### config.mk
export PLATFORM = sky130hd
export DESIGN_NAME = motor_cmd_ramp
export DESIGN_NICKNAME = d
export VERILOG_FILES = /design/src/rtl/motor_pkg.sv /design/src/rtl/sw_debounce.sv /design/src/rtl/motor_cmd_ramp.sv
export SDC_FILE = /design/constraint.sdc
export NUM_CORES = 1
export LEC_CHECK = 0
export ABC_AREA = 0
export BUFFER_PORTS_ARGS = -buffer_cell sky130_fd_sc_hd__clkbuf_2
export CORE_UTILIZATION = 55
export DETAILED_ROUTE_END_ITERATION = 10
export HOLD_SLACK_MARGIN = 0.1
export PLACE_DENSITY = 0.7
export SKIP_CTS_REPAIR_TIMING = 1
export SLEW_MARGIN = 20
export SYNTH_ARGS = -nofsm -noshare
export SYNTH_HDL_FRONTEND = slang
export SYNTH_SLANG_ARGS = --single-unit
### constraint.sdc
create_clock -name clk_i -period 3.56 [get_ports clk_i]
set_clock_uncertainty 0.05 [all_clocks]
set_input_delay 0.178 -clock clk_i [delete_from_list [all_inputs] [get_ports clk_i]]
set_output_delay 0.178 -clock clk_i [all_outputs]
set_load 0.02 [all_outputs]
### src/rtl/motor_pkg.sv
// Shared types and duty constants for the motor command path.
// Switch groups decode to duties through group_duty().
package motor_pkg;

  typedef enum logic [2:0] {
    StStop,
    StRunFwd,
    StRunRev,
    StDecel,
    StDeadtime
  } motor_state_t;

  typedef enum logic [1:0] {
    DirNone,
    DirFwd,
    DirRev
  } dir_t;

  localparam int unsigned Duty25  = 25;
  localparam int unsigned Duty50  = 50;
  localparam int unsigned Duty75  = 75;
  localparam int unsigned Duty100 = 100;
  localparam int unsigned DutyMax = 100;

  // Highest-index active bit of a 4-bit switch group wins.
  function automatic int unsigned group_duty(input logic [3:0] grp);
    if (grp[3]) return Duty25;
    else if (grp[2]) return Duty50;
    else if (grp[1]) return Duty75;
    else if (grp[0]) return Duty100;
    else return 0;
  endfunction

endpackage

### src/rtl/sw_debounce.sv
// Single-bit switch conditioner: 2-flop synchroniser followed by a stability counter.
// A change is accepted DebounceCycles + 2 cycles after it reaches the pin.
module sw_debounce #(
  parameter int unsigned DebounceCycles = 1_000_000
) (
  input  logic clk_i,
  input  logic rst_i,
  input  logic sw_i,
  output logic sw_o
);

  localparam int unsigned CntW = (DebounceCycles > 1) ? $clog2(DebounceCycles) : 1;

  logic            sync1_q, sync2_q, stable_q;
  logic [CntW-1:0] cnt_q;

  always_ff @(posedge clk_i) begin
    if (rst_i) begin
      sync1_q  <= 1'b0;
      sync2_q  <= 1'b0;
      stable_q <= 1'b0;
      cnt_q    <= '0;
    end else begin
      sync1_q <= sw_i;
      sync2_q <= sync1_q;
      if (sync2_q == stable_q) begin
        cnt_q <= '0;
      end else if (cnt_q == CntW'(DebounceCycles - 1)) begin
        stable_q <= sync2_q;
        cnt_q    <= '0;
      end else begin
        cnt_q <= cnt_q + CntW'(1);
      end
    end
  end

  assign sw_o = stable_q;

endmodule

### src/rtl/motor_cmd_ramp.sv
// Switch-driven duty/direction command generator with soft ramping and
// decel-plus-dead-time sequencing before any bridge reversal.
module motor_cmd_ramp
  import motor_pkg::*;
#(
  parameter int unsigned DebounceCycles = 1_000_000,
  parameter int unsigned RampStepCycles = 100_000,
  parameter int unsigned DeadtimeCycles = 500_000,
  parameter int unsigned DutyW          = 7
) (
  input  logic             clk_i,
  input  logic             rst_i,
  input  logic [7:0]       sw_i,
  output logic [DutyW-1:0] duty_o,
  output logic             in1_o,
  output logic             in2_o,
  output logic             busy_o,
  output logic             conflict_o
);

  localparam int unsigned PrescW = (RampStepCycles > 1) ? $clog2(RampStepCycles) : 1;
  localparam int unsigned DtW    = (DeadtimeCycles > 1) ? $clog2(DeadtimeCycles) : 1;
  // The STOP evaluation cycle also has both pins low, so it completes the dead time.
  localparam int unsigned DtLast = (DeadtimeCycles > 1) ? DeadtimeCycles - 2 : 0;

  logic [7:0] sw_db;

  for (genvar i = 0; i < 8; i++) begin : g_db
    sw_debounce #(
      .DebounceCycles(DebounceCycles)
    ) u_db (
      .clk_i(clk_i),
      .rst_i(rst_i),
      .sw_i (sw_i[i]),
      .sw_o (sw_db[i])
    );
  end

  logic             fwd_any, rev_any;
  dir_t             tgt_dir;
  logic [DutyW-1:0] tgt_duty;

  assign fwd_any    = |sw_db[3:0];
  assign rev_any    = |sw_db[7:4];
  assign conflict_o = fwd_any & rev_any;

  always_comb begin
    tgt_dir  = DirNone;
    tgt_duty = '0;
    if (fwd_any && !rev_any) begin
      tgt_dir  = DirFwd;
      tgt_duty = DutyW'(group_duty(sw_db[3:0]));
    end else if (rev_any && !fwd_any) begin
      tgt_dir  = DirRev;
      tgt_duty = DutyW'(group_duty(sw_db[7:4]));
    end
  end

  logic [PrescW-1:0] presc_q;
  logic              tick;

  assign tick = (presc_q == PrescW'(RampStepCycles - 1));

  always_ff @(posedge clk_i) begin
    if (rst_i || tick) presc_q <= '0;
    else               presc_q <= presc_q + PrescW'(1);
  end

  motor_state_t     state_q;
  logic [DutyW-1:0] duty_q;
  logic             in1_q, in2_q, busy_q;
  logic [DtW-1:0]   dt_cnt_q;
  logic             dir_held;

  assign dir_held = (state_q == StRunFwd && tgt_dir == DirFwd) ||
                    (state_q == StRunRev && tgt_dir == DirRev);

  always_ff @(posedge clk_i) begin
    if (rst_i) begin
      state_q  <= StStop;
      duty_q   <= '0;
      in1_q    <= 1'b0;
      in2_q    <= 1'b0;
      busy_q   <= 1'b0;
      dt_cnt_q <= '0;
    end else begin
      unique case (state_q)
        StStop: begin
          if (tgt_dir == DirFwd && tgt_duty != '0) begin
            state_q <= StRunFwd;
            in1_q   <= 1'b1;
          end else if (tgt_dir == DirRev && tgt_duty != '0) begin
            state_q <= StRunRev;
            in2_q   <= 1'b1;
          end
        end
        StRunFwd, StRunRev: begin
          if (dir_held) begin
            if (tick) begin
              if (duty_q < tgt_duty && duty_q < DutyW'(DutyMax)) duty_q <= duty_q + DutyW'(1);
              else if (duty_q > tgt_duty)                        duty_q <= duty_q - DutyW'(1);
            end
          end else begin
            state_q <= StDecel;
            busy_q  <= 1'b1;
          end
        end
        StDecel: begin
          if (duty_q == '0) begin
            state_q  <= StDeadtime;
            in1_q    <= 1'b0;
            in2_q    <= 1'b0;
            dt_cnt_q <= '0;
          end else if (tick) begin
            duty_q <= duty_q - DutyW'(1);
          end
        end
        StDeadtime: begin
          if (dt_cnt_q == DtW'(DtLast)) begin
            state_q <= StStop;
            busy_q  <= 1'b0;
          end else begin
            dt_cnt_q <= dt_cnt_q + DtW'(1);
          end
        end
        default: state_q <= StStop;
      endcase
    end
  end

  assign duty_o = duty_q;
  assign in1_o  = in1_q;
  assign in2_o  = in2_q;
  assign busy_o = busy_q;

endmodule

* Word level (Yosys, flattened, before mapping) *
Index checks and enable logic that the tools add are counted.

operators by class
  muxes and demuxes = 37
  multiply operators = 0
  $lt $le $gt $ge = 3
  shift-type cells = 0
  bitwise gates (word level) = 9
  $add $sub $neg = 12
  equal/unequal tests = 37
  divide/modulo/power cells = 0
  reductions and logical operators = 43

operators with widths
  operator               count
  $add 20x1->20 const B  8
  $eq 20x20->1 const B   8
  $mux 7                 16
  $mux 19                2
  $pmux 19 s2            1
  $reduce_or 3->1        8
  $ne 2x2->1 const B     11
  $add 19x1->19 const B  1
  $eq 19x19->1 const B   1
  $add 17x1->17 const B  1
  $eq 17x17->1 const B   1
  $reduce_and 2->1       8
  $mux 3                 5
  $pmux 7 s2             1
  $pmux 3 s4             1
  $reduce_and 3->1       3
  $eq 1x1->1             8
  $not 1->1              8
  $reduce_and 4->1       2
  $reduce_bool 2->1      4
  $reduce_or 4->1        2
  $add 7x1->7 const B    1
  $gt 7x7->1             1
  $logic_and 1x1->1      7
  20 further kinds       32

storage, ports and cells
  bits in registers = 233
  memories = 0
  output and inout port bits = 11
  bits in writable memories = 0
  ROM bits = 0
  latch bits = 0
  input port bits = 10

* Logic depth before layout (Yosys ltp) *
  depth in word-level cells = 12
  gate-level depth with buffers = 14
  depth with buffers taken out = 13

* Hierarchy *
A second synthesis with hierarchy kept.

unflattened totals
  cells, all modules = 1277
  area, all modules = 11239.5 um^2

modules (own cells, without submodules)
  module                           area each (um^2)  cells each  instances
  sw_debounce at g_db[0].u_db ...  1058.5            116         7
  motor_cmd_ramp                   2822.7            349         1
  sw_debounce at g_db[7].u_db      1007.2            116         1

* Worst setup path before layout *
OpenSTA, ideal clock, no wires.

  path type = reg-to-reg
  start point = register g_db[7].u_db.stable_q
  end point = register duty_q[6], in the netlist duty_o[6]
  path slack = -19 ps
  cell stages (with the launch flop) = 11
  library setup time = 71 ps
  data arrival time = 3459 ps
  clock period less this slack = 3579 ps
  path buffers = 1
  path through = dfxtp_1 clkbuf_1 or4_1 or4_1 ha_1 a21oi_1 a21oi_1 nor4b_2 mux2_2 or3_1 a21oi_1

between the ends
  word-level cells in the longest chain between the ends = 10
  elaborated cells between the ends (all ways) = 24

ends and longest elaborated chain
  what                                                         RTL line                                    source
  start, declared                                              sw_debounce.sv:14                           logic sync1_q, sync2_q, stable_q;
  start signal, assigned                                       sw_debounce.sv:29                           stable_q <= sync2_q;
  $reduce_or 4->1                                              motor_cmd_ramp.sv:44                        assign rev_any = |sw_db[7:4];
  $logic_and 1x1->1 / $logic_not 1->1 (equally long branches)  motor_cmd_ramp.sv:53, motor_cmd_ramp.sv:50
  $mux 7 / $logic_and 1x1->1 (equally long branches)           motor_cmd_ramp.sv:53, motor_cmd_ramp.sv:50
  $mux 7                                                       motor_cmd_ramp.sv:50                        if (fwd_any && !rev_any) begin
  $lt 7x7->1                                                   motor_cmd_ramp.sv:100                       if (duty_q < tgt_duty && duty_q < DutyW'(DutyMax)) duty_q <= duty_q + DutyW'(1);
  $logic_and 1x1->1                                            motor_cmd_ramp.sv:100
  $mux 7                                                       motor_cmd_ramp.sv:100
  $mux 7                                                       motor_cmd_ramp.sv:99                        if (tick) begin
  $mux 7                                                       motor_cmd_ramp.sv:98                        if (dir_held) begin
  $pmux 7 s2                                                   motor_cmd_ramp.sv:87                        unique case (state_q)
  end signal, assigned                                         motor_cmd_ramp.sv:100
  end signal, assigned                                         motor_cmd_ramp.sv:101                       else if (duty_q > tgt_duty) duty_q <= duty_q - DutyW'(1);
  end signal, assigned                                         motor_cmd_ramp.sv:115                       duty_q <= duty_q - DutyW'(1);
  end, declared                                                motor_cmd_ramp.sv:70                        logic [DutyW-1:0] duty_q;

Parallel ways exist; a longest one is shown, timed or not. The select of a mux whose other input is x is not followed.
A chain may end at the register's enable or synchronous reset.

* Worst setup path after layout *
  start point = register g_db[2].u_db.stable_q
  end point = register duty_q[6], in the netlist duty_o[6]

between the ends
  word-level cells in the longest chain between the ends = 11
  elaborated cells between the ends (all ways) = 25

ends and longest elaborated chain
  what                    RTL line               source
  start, declared         sw_debounce.sv:14
  start signal, assigned  sw_debounce.sv:29
  $reduce_or 4->1         motor_cmd_ramp.sv:43   assign fwd_any = |sw_db[3:0];
  $logic_not 1->1         motor_cmd_ramp.sv:53   end else if (rev_any && !fwd_any) begin
  $logic_and 1x1->1       motor_cmd_ramp.sv:53
  $mux 7                  motor_cmd_ramp.sv:53
  $mux 7                  motor_cmd_ramp.sv:50
  $lt 7x7->1              motor_cmd_ramp.sv:100
  $logic_and 1x1->1       motor_cmd_ramp.sv:100
  $mux 7                  motor_cmd_ramp.sv:100
  $mux 7                  motor_cmd_ramp.sv:99
  $mux 7                  motor_cmd_ramp.sv:98
  $pmux 7 s2              motor_cmd_ramp.sv:87

Parallel ways exist; a longest one is shown, timed or not. The select of a mux whose other input is x is not followed.

==> summary.txt <==
Status = complete, no violations
CP max stage cell = or4_1
Critical path type = register to register
CP Data Required Time = 3.96 ns
TritonCTS clock tree = yes
Gr usage total = 19.34%
Die Y = 139.0 um
Reg-to-reg startpoint = g_db[2].u_db.sw_o$_SDFFE_PP0P_
CP startpoint kind = register
Fin crit period = 3.404 ns
Wire per inst = 12.56 um
Row count = 49
Synth unique cells = 52
FFs w/ async S/R, synth = 0%
Min-Delay Startpoint = g_db[3].u_db.sync1_q$_SDFF_PP0_
Worst-margin pin slew = 0.7063 ns
Crit-path max FO = 5
Core area = 18210 um2
Root buf cell = clkbuf_16
Cell Chain, Critical Path = or4_1 -> or4_1 -> ha_1 -> a21oi_2 -> a21oi_1 -> nor4b_4 -> buf_4 -> mux2_2 -> or3_1 -> a21oi_1
Setup-failing EPs final = 0
Endpoint class of the critical path = register
CTS max path bufs = 3
Register area share after synthesis = 45.17%
Slew headroom = 52.91%
Multi-input logic area = 5440 um2
Maximum vdd drop = 0.0003953 V
DIE AREA = 19330 um2
Final Hold Fails = 0
RSZ-0062 raised after global routing = false
Vias in the first global route = 7342
Synthesized Nets = 1212
Synth Cell Area = 10330 um2
Max incr delay on CP = 0.55 ns
Iter 0 DRT Violations = 287
Final WL = 18330 um
Fillers = 1534
Post-synth EDFFs = 0
Syn avg cell area = 8.744 um2
Clock sink count = 233
Nets = 1242
Hold depth = 1
Gr ovfl total = 0
R2r setup slk = 0.16 ns
Pwr Total = 5553 uW
Register area = 4664 um2
Synthesis warning total = 0
Die X-Extent = 139.0 um
Avg Vias per Cell = 5.324
Mapped Cells = 1181
I/O pins = 21
Crit path DAT = 3.81 ns
Gpl congestion = 0.8072
Crit share post-route = 95.61%
Port Buffers = 20
Total CTS buffers = 25
Pleak = 0.004081 uW
Area Growth Syn to Fin = 12.77%
Routed Antenna Nets = 0
Worst-path clk slew = 0.06 ns
Worst-Skew Late Latency = 0.52 ns
Setup_tns = 0 ns
H-tree level count = 1
Achievable frequency = 293.8 MHz
Reg-to-Reg End = duty_o[6]$_SDFFE_PP0P_
Final HPWL DP = 12260 um
Worst min-delay path class = register to register
Pwr/cell area = 476.9 nW/um2
Maximum Capacitance Violations = 0
Drt pass-1 iters = 4
ANT cells = 0
Largest net degree at the start of global routing = 21
DRC viols = 0
Initial Util = 56.71%
Final count of pins violating max slew = 0
Share of layout cells above drive strength 1 = 7.236%
Vias = 7767
Worst Hold Path EP = g_db[3].u_db.sync2_q$_SDFF_PP0_
First-pass GRT wire length = 32480 um
Synth Register Bits = 233
Dominant synthesized flop cell = dfxtp_1
Initial antenna violation count = 0
Cells on worst reg2reg path = 10
[layout by cell type, fill, tap and decap left out, types with 5 or more instances in the layout]
cell / instances
nand3_1: 72
clkinv_2: 7
clkbuf_16: 25
o21ai_0: 23
and3_1: 44
nand4_1: 28
a21oi_1: 21
xnor2_1: 64
nor4b_1: 11
mux2i_1: 11
clkbuf_2: 20
nor3_1: 20
or4_1: 11
dfxtp_1: 233
nor4_1: 12
and2_1: 8
xor2_1: 116
o2111ai_1: 5
inv_1: 23
nor2_1: 235
buf_4: 12
or3_1: 19
nand2_1: 76
nor2b_1: 22
dlygate4sd3_1: 11
and4_1: 15
ha_1: 21
[worst max-delay path, delay by kind of cell (launching register included)]
kind                       cells  cell delay, ns
AOI/OAI and AO/OA              3            0.43
and+or+nand+nor                4            1.68
muxes                          1            0.34
adders and majority gates      1            0.34
DFF                            1            0.31
buffers and inverters          1            0.18
[metal layers]
metal	global-route usage, %	wire length (um)	part of all wire (%)	vias to the layer above
met1	24.98	8877	48	3604
met4	4.503	315	1.7	0
li1	-	-	-	4073
met2	33.52	8580	47	63
met5	0	0	0	-
met3	3.419	554	3.0	27
[how the worst max path moves through the flow]
stage / startpoint / endpoint / cells past startpoint
6_report: g_db[2].u_db.sw_o$_SDFFE_PP0P_ / duty_o[6]$_SDFFE_PP0P_ / 10
5_1_grt: g_db[2].u_db.sw_o$_SDFFE_PP0P_ / duty_o[6]$_SDFFE_PP0P_ / 10
4_1_cts: g_db[2].u_db.sw_o$_SDFFE_PP0P_ / duty_o[6]$_SDFFE_PP0P_ / 9
3_5_place_dp: g_db[2].u_db.sw_o$_SDFFE_PP0P_ / duty_o[6]$_SDFFE_PP0P_ / 9
3_3_place_gp: g_db[2].u_db.sw_o$_SDFFE_PP0P_ / duty_o[6]$_SDFFE_PP0P_ / 9
2_1_floorplan: g_db[7].u_db.sw_o$_SDFFE_PP0P_ / duty_o[6]$_SDFFE_PP0P_ / 10
[synth_stat cells, drive strengths merged, types with 2 or more instances]
| cell type | number | area, um2 |
|---|---|---|
| a211oi | 4 | 30.03 |
| a21oi | 22 | 110.1 |
| and2 | 8 | 50.05 |
| and3 | 44 | 275.3 |
| and3b | 2 | 17.52 |
| and4 | 16 | 141.4 |
| buf | 5 | 31.28 |
| clkbuf | 35 | 131.4 |
| dfxtp | 233 | 4664 |
| ha | 21 | 262.8 |
| inv | 23 | 86.33 |
| mux2 | 4 | 45.04 |
| mux2i | 11 | 110.1 |
| nand2 | 76 | 285.3 |
| nand2b | 4 | 25.02 |
| nand3 | 72 | 360.4 |
| nand3b | 2 | 15.01 |
| nand4 | 28 | 175.2 |
| nand4b | 2 | 17.52 |
| nor2 | 235 | 882.1 |
| nor2b | 22 | 137.6 |
| nor3 | 20 | 100.1 |
| nor3b | 3 | 22.52 |
| nor4 | 14 | 93.84 |
| nor4b | 12 | 111.4 |
| nor4bb | 3 | 30.03 |
| o2111ai | 5 | 43.79 |
| o211ai | 3 | 22.52 |
| o21ai | 23 | 115.1 |
| o31ai | 3 | 22.52 |
| or3 | 21 | 133.9 |
| or4 | 12 | 93.84 |
| or4b | 2 | 20.02 |
| xnor2 | 64 | 560.5 |
| xor2 | 116 | 1016 |
[stage by stage]
stage | instance area, um2 | hold slack [ns] | utilization, % | cells | setup slack [ns]
2_1_floorplan | 10330 | 0.2562 | - | 1181 | 0.1169
3_3_place_gp | 10650 | 0.3594 | 58.48 | 1401 | 0.1431
3_5_place_dp | 10650 | 0.3636 | 58.48 | 1401 | 0.1207
4_1_cts | 11510 | -0.1695 | 63.24 | 1447 | 0.08874
5_1_grt | 11640 | 0.3957 | 63.95 | 1459 | 0.0002838
6_report | 11640 | 0.3868 | 63.95 | 1459 | 0.1561
[final cells by class]
| type | instances | share of cell area [%] |
|---|---|---|
| Clock buffer | 31 | 5.824 |
| Tap cell | 229 | 2.461 |
| Timing Repair Buffer | 43 | 2.579 |
| Multi-Input combinational cell | 885 | 46.72 |
| Inverter | 23 | 0.7414 |
| Sequential cell | 233 | 40.06 |
| Clock inverter | 15 | 1.622 |
[report_power, final]
part / switching, uW / internal (uW)
Sequential: 35.3 / 2640
Combinational: 122 / 82.9
Clock: 1030 / 1650
Total: 1190 / 4370
[state kept, by name (all words and copies together), names as in the netlist, 3 cells and up]
| name | cells |
|---|---|
| dt_cnt_q | 19 |
| duty_o | 7 |
| g_db.u_db.cnt_q | 160 |
| g_db.u_db.sw_o | 8 |
| g_db.u_db.sync1_q | 8 |
| g_db.u_db.sync2_q | 8 |
| presc_q | 17 |
| state_q | 3 |
[kinds of logic after synthesis]
family | count (synthesis) | share of synthesized area, %
AOI/OAI and AO/OA | 70 | 4.108
xor gates and xnor gates | 180 | 15.27
adders and majority gates | 21 | 2.545
buffers and inverters | 63 | 2.411
DFF | 233 | 45.17
muxes | 15 | 1.502
and+or+nand+nor | 599 | 29.00
Power figures use the tool's default switching activity.
